--- config.mk ---
export PLATFORM = sky130hd
export DESIGN_NAME = rf_wb_queue
export DESIGN_NICKNAME = d
export VERILOG_FILES = /design/src/rtl/rf_wb_queue.sv
export SDC_FILE = /design/constraint.sdc
export NUM_CORES = 1
export LEC_CHECK = 0
export BUFFER_PORTS_ARGS = -buffer_cell sky130_fd_sc_hd__buf_2
export CORE_ASPECT_RATIO = 1.1
export CORE_MARGIN = 2
export CORE_UTILIZATION = 51
export CTS_CLUSTER_DIAMETER = 100
export DETAILED_ROUTE_END_ITERATION = 7
export GPL_TIMING_DRIVEN = 0
export PLACE_DENSITY = 0.77
export SYNTH_ARGS = -nofsm -noshare
export SYNTH_HDL_FRONTEND = slang
export SYNTH_SLANG_ARGS = --single-unit
--- constraint.sdc ---
create_clock -name clk -period 6.5 [get_ports clk]
set_input_delay 1.3 -clock clk [delete_from_list [all_inputs] [get_ports clk]]
set_output_delay 1.3 -clock clk [all_outputs]
set_load 0.03 [all_outputs]
--- src/rtl/rf_wb_queue.sv ---
`default_nettype none
// ============================================================================
// Module  : rf_wb_queue
// Purpose : In-order writeback queue that drains onto the RF write port, with
//           pending-write lookup for decode. Optional forwarding: WB_QUEUE_FWD_EN
// Revision: 1.0
// ============================================================================
module rf_wb_queue #(
   parameter int DEPTH = 4,
   parameter int AW    = 2
) (
   input  logic        clk,
   input  logic        rst,
   input  logic        wb_valid,
   input  logic [2:0]  wb_regsel,
   input  logic [15:0] wb_data,
   output logic        wb_ready,
   input  logic        rf_hold,
   output logic [2:0]  writeregsel,
   output logic [15:0] writedata,
   output logic        write,
   input  logic [2:0]  chk1regsel,
   input  logic [2:0]  chk2regsel,
   output logic        chk1pend,
   output logic        chk2pend,
   output logic [15:0] chk1data,
   output logic [15:0] chk2data,
   output logic        err
);

   localparam logic [AW:0]   FULL_CNT = (AW+1)'(DEPTH);
   localparam logic [AW:0]   CNT_ONE  = (AW+1)'(1);
   localparam logic [AW-1:0] PTR_ONE  = AW'(1);

   logic [2:0]    regsel_mem [DEPTH];
   logic [15:0]   data_mem   [DEPTH];
   logic [AW-1:0] head;
   logic [AW-1:0] tail;
   logic [AW:0]   count;
   logic          push;
   logic          pop;
   logic          not_empty;
   logic [DEPTH-1:0] valid;
   logic [DEPTH-1:0] hit1;
   logic [DEPTH-1:0] hit2;

   assign not_empty   = (count != '0);
   assign wb_ready    = ~rst & (count != FULL_CNT);
   assign write       = ~rst & not_empty & ~rf_hold;
   assign push        = wb_valid & wb_ready;
   assign pop         = write;
   assign writeregsel = not_empty ? regsel_mem[head] : 3'd0;
   assign writedata   = not_empty ? data_mem[head]   : 16'h0000;

   always_ff @(posedge clk) begin
      if (rst) begin
         head  <= '0;
         tail  <= '0;
         count <= '0;
         err   <= 1'b0;
      end else begin
         if (push) tail <= tail + PTR_ONE;
         if (pop)  head <= head + PTR_ONE;
         case ({push, pop})
            2'b10:   count <= count + CNT_ONE;
            2'b01:   count <= count - CNT_ONE;
            default: count <= count;
         endcase
         err <= wb_valid & ~wb_ready;
      end
   end

   // Storage needs no reset: occupancy alone decides which slots are live.
   always_ff @(posedge clk) begin
      if (push) begin
         regsel_mem[tail] <= wb_regsel;
         data_mem[tail]   <= wb_data;
      end
   end

   // A slot is live when its distance from head is below the occupancy.
   for (genvar i = 0; i < DEPTH; i++) begin : g_entry
      logic [AW-1:0] offset;
      assign offset   = AW'(i) - head;
      assign valid[i] = ({1'b0, offset} < count);
      assign hit1[i]  = valid[i] & (regsel_mem[i] == chk1regsel);
      assign hit2[i]  = valid[i] & (regsel_mem[i] == chk2regsel);
   end

   assign chk1pend = ~rst & (|hit1);
   assign chk2pend = ~rst & (|hit2);

`ifdef WB_QUEUE_FWD_EN
   logic [AW-1:0] idx;
   logic [15:0]   fwd1;
   logic [15:0]   fwd2;

   // Walk oldest to youngest so the last hit (youngest) wins.
   always_comb begin
      idx  = head;
      fwd1 = 16'h0000;
      fwd2 = 16'h0000;
      for (int k = 0; k < DEPTH; k++) begin
         idx = head + AW'(k);
         if (hit1[idx]) fwd1 = data_mem[idx];
         if (hit2[idx]) fwd2 = data_mem[idx];
      end
   end

   assign chk1data = rst ? 16'h0000 : fwd1;
   assign chk2data = rst ? 16'h0000 : fwd2;
`else
   assign chk1data = 16'h0000;
   assign chk2data = 16'h0000;
`endif

endmodule
`default_nettype wire

After elaboration in Yosys (flattened, before gate mapping)
Memories as Yosys holds them, arrays and structs flattened. A register that Yosys moved wholly into a read port is not among the register bits.
Index checks and enable logic that the tools add are counted.
Storage, ports and cells
  output and inout port bits: 56
  bits in writable memories: 76
  register bits after elaboration: 8
  input port bits: 29
  memories: 2
  logic and storage cells: 60
Cells by class
  bitwise operators: 18
  $lt $le $gt $ge: 4
  reduce and logical (&&, ||, !) cells: 4
  add/subtract/negate cells: 8
  eq/ne operators: 11
  muxes and demuxes: 9
Memory list
  data_mem: words 4, width 16, read ports 1, clocked after memory_dff 1, write ports 1, RTL line 36  | logic [15:0] data_mem [DEPTH];
  regsel_mem: words 4, width 3, read ports 5, clocked after memory_dff 1, write ports 1, RTL line 35  | logic [2:0] regsel_mem [DEPTH];
Operators by type and width (number)
  3-bit == test: 8
  16-bit 2-to-1 mux: 1
  1-bit AND: 15
  2-bit by 3-bit less-than comparator with 1-bit output: 4
  2-bit 2-to-1 mux: 4
  4-bit OR reduction: 2
  3-bit one-hot mux with 2 select lines: 1
  2-bit by 1-bit adder with 2-bit output, second input constant: 2
  1-bit by 2-bit subtractor with 2-bit output, first input constant: 2
  2-bit subtractor, first input constant: 2
  3-bit by 1-bit adder with 3-bit output, second input constant: 1
  3-bit 2-to-1 mux: 1
  3-bit inequality test, second input constant: 1
  1-bit NOT: 3
  3-bit nonzero test: 1
  3-bit by 1-bit subtractor with 3-bit output, second input constant: 1
  2-bit by 1-bit == test with 1-bit output, second input constant: 1
  2-bit == test, second input constant: 1
  1-bit 2-to-1 mux: 2
  2-bit nonzero test: 1

Logic depth before layout (Yosys ltp)
Gate-level depths: netlist of run 1.
  depth after elaboration: 5
  mapped depth: 10

Worst setup path before layout of run 1
OpenSTA, ideal clock, no wires.
  path type: in2out
  start: input port chk1regsel[0]
  end: output port chk1pend
  stages on the path: 4
  arrival: 2.360 ns
  setup slack: 2.840 ns
  buffers on the path: 1
  cell sequence: buf_1 > xnor2_1 > o2111ai_1 > a41oi_1
On the way
  word-level cells in the longest chain between the ends: 4
Ends and longest elaborated chain
  from (decl): RTL line 22  | input logic [2:0] chk1regsel,
  3-bit == test: RTL line 86  | assign hit1[i] = valid[i] & (regsel_mem[i] == chk1regsel);
  1-bit AND: RTL line 86
  4-bit OR reduction *: RTL line 90  | assign chk1pend = ~rst & (|hit1);
  1-bit AND *: RTL line 90
  to (decl): RTL line 24  | output logic chk1pend,
Every way passes the cells marked *; elsewhere a longest branch is shown, timed or not.

Worst setup path after layout of run 1
Ends and elaborated chain as after synthesis.

==> results.cfg, run 1 <==
[run_status]
status = complete, no violations

[routing]
viasPerCell = 4.782
wl_met1_um = 2739
wl_per_cell_um = 15.24
dr_wl_met3_um = 468
antenna_left = 0
drc = 0
dr_total_vias = 2214
wl_met2_um = 3677
routed.top_layer = met4
initialDrtViolationCount = 111
wirelength_um = 7056
drt_first_pass_iters = 4

[placed_design]
postPlaceCellArea_um2 = 4637
place_inst = 447
post-place-ws_ns = 2.891
io_buffer_count = 49
place_congestion = 0.7968
dp_hpwl_um = 4927

[logic_synthesis]
synth-compound-area-share = 0.03203
syn_area_per_cell_um2 = 15.99
ys_types = 38
syn-instance-count = 259
synth-simple-area-share = 0.08613
syn_area_um2 = 4140
muxShareOfSynthArea = 0.1034
synth_top_family_by_area = multiplexers
synth-warning-count = 0
synthAdderAreaFrac = 0.03203
synth_xor_area_frac = 0.06135
synth-seq-cells = 86
synth-async-reset-ratio = 0
ys.flop_type = edfxtp_1
yosysSeqAreaShare = 0.5996
synth-edff-count = 76

[power_and_ir_drop]
netSwitchingPower_mw = 0.3783
sw_frac_of_total = 0.2931
power_density_nw_per_um2 = 266.7
power.share.clock = 0.295
combPwrFrac = 0.215
p_int_mw = 0.9124
p_leak_nw = 1.841
p_total_mw = 1.291
ir_worst_vdd_mv = 0.2179
sequentialPowerShare = 0.489

[worst_hold_path]
hold_path_class = register to register
hp-start = tail[1]
whs_path_depth = 2

[clock_network]
worstSkewPairLatency_ns = 0.36
cts_buffers = 9
clockRootBuffer = clkbuf_8
cts_setup_buffers = 0
cts_resized = 0
htreeDepth = 3
cts_tree = built
clkSlewWorstSetupHoldPaths_ns = 0.09
hold_buffers = 0
cts_sinks = 86
clockBufferDepth = 2

[layout]
fin_area_um2 = 4840
instances_no_fill = 463
fillCellCount = 601
regArea_um2 = 2482
multi_input_area_um2 = 1424
areaGrowthSynthToFinish_pct = 16.89
final_util = 0.6116
layout.nets = 389
drive_gt1_frac = 0.3859
diodes = 0

[timing]
tightest_slew_ns = 1.020
setup_slack_ns = 2.902
relSlewSlack = 0.3203
hold_viol = 0
final_max_slew_viol_count = 0
setup_violations = 0
hold-worst-slack_ns = 0.5663
fin_crit_ns = 3.598
max_freq_mhz = 277.9
final.setup_skew_ns = 0.01093
rsz0062_at_grt = no
tns_ns = 0
fin_crit_sh = 0.5536

[global_route]
antenna_found_initial = 0
grt_max_degree = 20
grt_pass1_vias = 2181
grt_pass1_wl_um = 10780
grtUsageTotal = 0.1640
overflow = 0

[die]
rows = 34
design.die.area_um2 = 8856
core_area_um2 = 7913
io-pin-count = 85
die_h_um = 98.50
start_util = 0.5232
die_w_um = 89.91

[setup_path]
crit_path_start_kind = primary input
cp_max_fo = 4
r2r_start = count[0]
path_cells = buf_1 > xnor2_1 > o2111ai_1 > a41oi_1 > buf_2
crit_path_top_delay_cell = buf_1
cp_data_required_time_ns = 5.20
arrival_ns = 2.30
critPathCaptureType = output pin
startpoint = chk1regsel[0]
slowest_delay_ns = 0.24
rr_worst_depth = 9
crit_type = primary input to output pin

[job]
cap_violations = 0
synthesized netlist by cell type, types with 6 or more instances:
| library cell | instances | area (um^2) |
|---|---|---|
| mux4_2 | 19 | 427.9 |
| inv_1 | 8 | 30.03 |
| ha_1 | 9 | 112.6 |
| xnor2_1 | 21 | 183.9 |
| nor2_1 | 6 | 22.52 |
| edfxtp_1 | 76 | 2282 |
| a21oi_1 | 7 | 35.03 |
| buf_4 | 33 | 247.7 |
| dfxtp_1 | 10 | 200.2 |
| xor2_1 | 8 | 70.07 |
| nor2b_4 | 10 | 137.6 |
| nor2b_1 | 9 | 56.30 |
flip-flops by register name (all words and copies together) (netlist names), named ones only:
| register | cells |
|---|---|
| data_mem | 64 |
| count | 3 |
| head | 2 |
| tail | 2 |
| err | 1 |
| regsel_mem | 12 |
placed cells by master, fill, tap and decap left out, drive strengths merged, types with 6 or more instances in the layout:
| cell | instances |
|---|---|
| nor2b | 19 |
| a21oi | 7 |
| conb | 32 |
| nor2 | 6 |
| xor2 | 8 |
| buf | 89 |
| clkbuf | 12 |
| ha | 9 |
| edfxtp | 76 |
| dfxtp | 10 |
| inv | 12 |
| xnor2 | 21 |
| mux4 | 19 |
layer usage:
layer  up-vias  track usage
met5         -            0
met4         0      0.08521
met3        12      0.03670
met2        95       0.2960
met1      1036       0.1830
li1       1071            -
critical path, delay by kind of cell:
family | cells | cell delay, ns
AO/OA/AOI/OAI | 2 | 0.36
XOR/XNOR | 1 | 0.16
buffers and inverters | 2 | 0.47
logic make-up (layout without fill, tap and decap cells):
family          Yosys count  in the layout
compound gates           20             20
fa+ha+maj                10             10
buf+inv                  51            116
xor+xnor                 29             29
mux                      19             19
flops                    86             86
simple gates             43             43
other cells               1             32
power groups by stage:
stage | Combinational [mW] | Sequential (mW) | Clock, mW
6_report | 0.278 | 0.632 | 0.381
5_1_grt | 0.298 | 0.634 | 0.408
4_1_cts | 0.281 | 0.632 | 0.387
3_5_place_dp | 0.280 | 0.645 | 0
3_3_place_gp | 0.275 | 0.643 | 0
2_1_floorplan | 0.217 | 0.641 | 0
area by class of cell:
class                      instances  share of cell area
clock buffer                       9             0.02559
multi-input combinational        153              0.2942
buffer                            43             0.06618
timing repair buffer              49             0.05067
inverter                           8            0.006205
tap                              108             0.02792
clock inverter                     7             0.01629
sequential                        86              0.5129
worst paths after layout:
path | slack [ns] | to
worst max register to register | 4.07 | count[2]
worst min-delay path | 0.57 | tail[1]
worst max-delay path | 2.90 | chk1pend
worst min register to register | 0.57 | tail[1]
(Power assumes the default switching activity.)
==> run 2, diff against run 1 <==
ABC_AREA = 1   (was default)
clock period = 3.71 ns   (was 6.5 ns; I/O delays follow)
==> results.cfg, run 2 <==
[timing]
max_freq_mhz = 364.4
final.setup_skew_ns = 0.01081
rsz0062_at_grt = no
final_max_slew_viol_count = 0
hold_viol = 0
fin_crit_sh = 0.7397
fin_crit_ns = 2.744
tns_ns = 0
tightest_slew_ns = 0.6133
setup_violations = 0
relSlewSlack = 0.5907

[global_route]
overflow = 0
grt_pass1_wl_um = 14320
grt_pass1_vias = 3026
antenna_found_initial = 0
grt_max_degree = 16
grtUsageTotal = 0.2019

[run_status]
status = complete, no violations

[layout]
reg_top3 = data_mem x64, regsel_mem x12, count x3
fin_area_um2 = 5060
layout.cells.most_common = nor2_1
areaGrowthSynthToFinish_pct = 19.40
largest_reg_flops = 64
layout.nets = 576
instances_no_fill = 650
diodes = 0
top_register = data_mem
final_cell_mix = 84 x nor2_1, 76 x edfxtp_1, 68 x nand2_1
drive_gt1_frac = 0.2325

[power_and_ir_drop]
power_density_nw_per_um2 = 488.7
p_leak_nw = 2.259
ir_worst_vdd_mv = 0.3648

[clock_network]
htreeDepth = 3
clockBufferDepth = 2
hold_buffers = 0
cts_resized = 0
worstSkewPairLatency_ns = 0.35
cts_setup_buffers = 0
cts_buffers = 9
clkSlewWorstSetupHoldPaths_ns = 0.09
cts_tree = built
clockRootBuffer = clkbuf_8
cts_sinks = 86

[logic_synthesis]
synth-edff-count = 76
synth_area_leaders = edfxtp_1 54%, nor2_1 7.8%, buf_4 6.6%
syn-instance-count = 440
synth_commonest_cells = 88 x nor2_1, 76 x edfxtp_1, 68 x nand2_1
syn_area_um2 = 4238
ys.flop_type = edfxtp_1
yosysTopAreaCell = edfxtp_1
synth-warning-count = 0
synth-async-reset-ratio = 0
ys_types = 26
yosysMostFrequentCell = nor2_1
yosysTopAreaCellShare = 0.5385
synth-seq-cells = 86
syn_area_per_cell_um2 = 9.631
yosysSeqAreaShare = 0.5858

[setup_path]
path_cells = xor2_1 > ha_1 > inv_1 > nor2_1 > a21oi_1 > nand3_1 > nand2_1 > nor2_1 > nor2_1 > buf_2
cp_data_required_time_ns = 2.97
arrival_ns = 2.00
critPathCaptureType = output pin
crit_path_start_kind = register
crit_type = register to output pin
path_buf_inv = 2
crit_path_top_delay_cell = dfxtp_1
cp_max_fo = 4
slowest_delay_ns = 0.41
crit_family = flip-flops
crit_top_cell = nor2_1

[die]
design.die.area_um2 = 9056
die_h_um = 99.61
die_w_um = 90.92
io-pin-count = 85
core_area_um2 = 7998
start_util = 0.5299
rows = 34

[routing]
viasPerCell = 4.902
antenna_left = 0
drt_first_pass_iters = 5
dr_total_vias = 3186
wl_per_cell_um = 13.55
drc = 0
wirelength_um = 8807
initialDrtViolationCount = 155

[placed_design]
dp_hpwl_um = 6201
place_congestion = 0.8640
postPlaceCellArea_um2 = 4815
place_inst = 634
io_buffer_count = 51

[job]
cap_violations = 0

[worst_hold_path]
hold_path_class = register to register
## run 2: where the power goes
part	leakage, nW	switching, mW	internal, mW
registers	0.772	0.0177	1.09
logic	1.37	0.399	0.180
clock network	0.119	0.336	0.454
total	2.26	0.753	1.72
## run 2: layout make-up
class	instances	area, um^2
repair buffers	55	315.3
plain buffers	46	326.6
inverters	44	165.2
clock inverters	6	117.6
clock buffers	10	127.6
well taps	108	135.1
multi-input cells	295	1390
fillers	651	2938
flip-flops and latches	86	2482
## run 2: path summary, 6_finish.rpt
| path | start | end | slack [ns] | cells after the start |
|---|---|---|---|---|
| worst max-delay path | head[1] | chk1pend | 0.97 | 10 |
| worst min-delay path | count[0] | count[0] | 0.57 | 1 |
| worst max register to register | count[1] | count[2] | 1.56 | 12 |
| worst min register to register | count[0] | count[0] | 0.57 | 1 |
## run 2: metrics by stage
stage | worst slack (ns) | total power, mW | utilization | hold WS [ns]
finish | 0.9656 | 2.473 | 0.6327 | 0.5657
detailed placement | 1.246 | 1.700 | 0.6020 | 0.5439
floorplan | 1.291 | 1.539 | - | 0.4875
CTS | 0.9471 | 2.481 | 0.6327 | 0.5655
global placement | 0.5393 | 1.681 | 0.5932 | 0.5128
global route | 0.7067 | 2.578 | 0.6327 | 0.5876
## run 2: metal layers
metal	global-route usage	vias to the layer above	wire, um
met5	0	-	0
met4	0.07110	0	95
met3	0.04242	12	592
met2	0.3485	135	4489
met1	0.2540	1466	3630
li1	-	1573	-
## run 2: worst register-to-register path, stage by stage (launching register included)
cell     delay (ns)
dfxtp_1        0.34
inv_1          0.21
nand3_2        0.13
nand2_1        0.09
inv_2          0.05
nand2_4        0.12
ha_1           0.17
inv_1          0.07
fa_1           0.38
a21oi_1        0.14
o21ai_0        0.13
o21ai_0        0.17
a21oi_1        0.05
## run 2: cells by family (layout without fill, tap and decap cells)
family / after synthesis / count (layout) / share of synthesized area
AOI/OAI and AO/OA: 79 / 79 / 0.09478
xor gates and xnor gates: 9 / 9 / 0.01860
adders and majority gates: 10 / 10 / 0.03130
buffers and inverters: 90 / 161 / 0.1160
DFF: 86 / 86 / 0.5858
other: 1 / 32 / 0.0008849
and+or+nand+nor: 165 / 165 / 0.1526
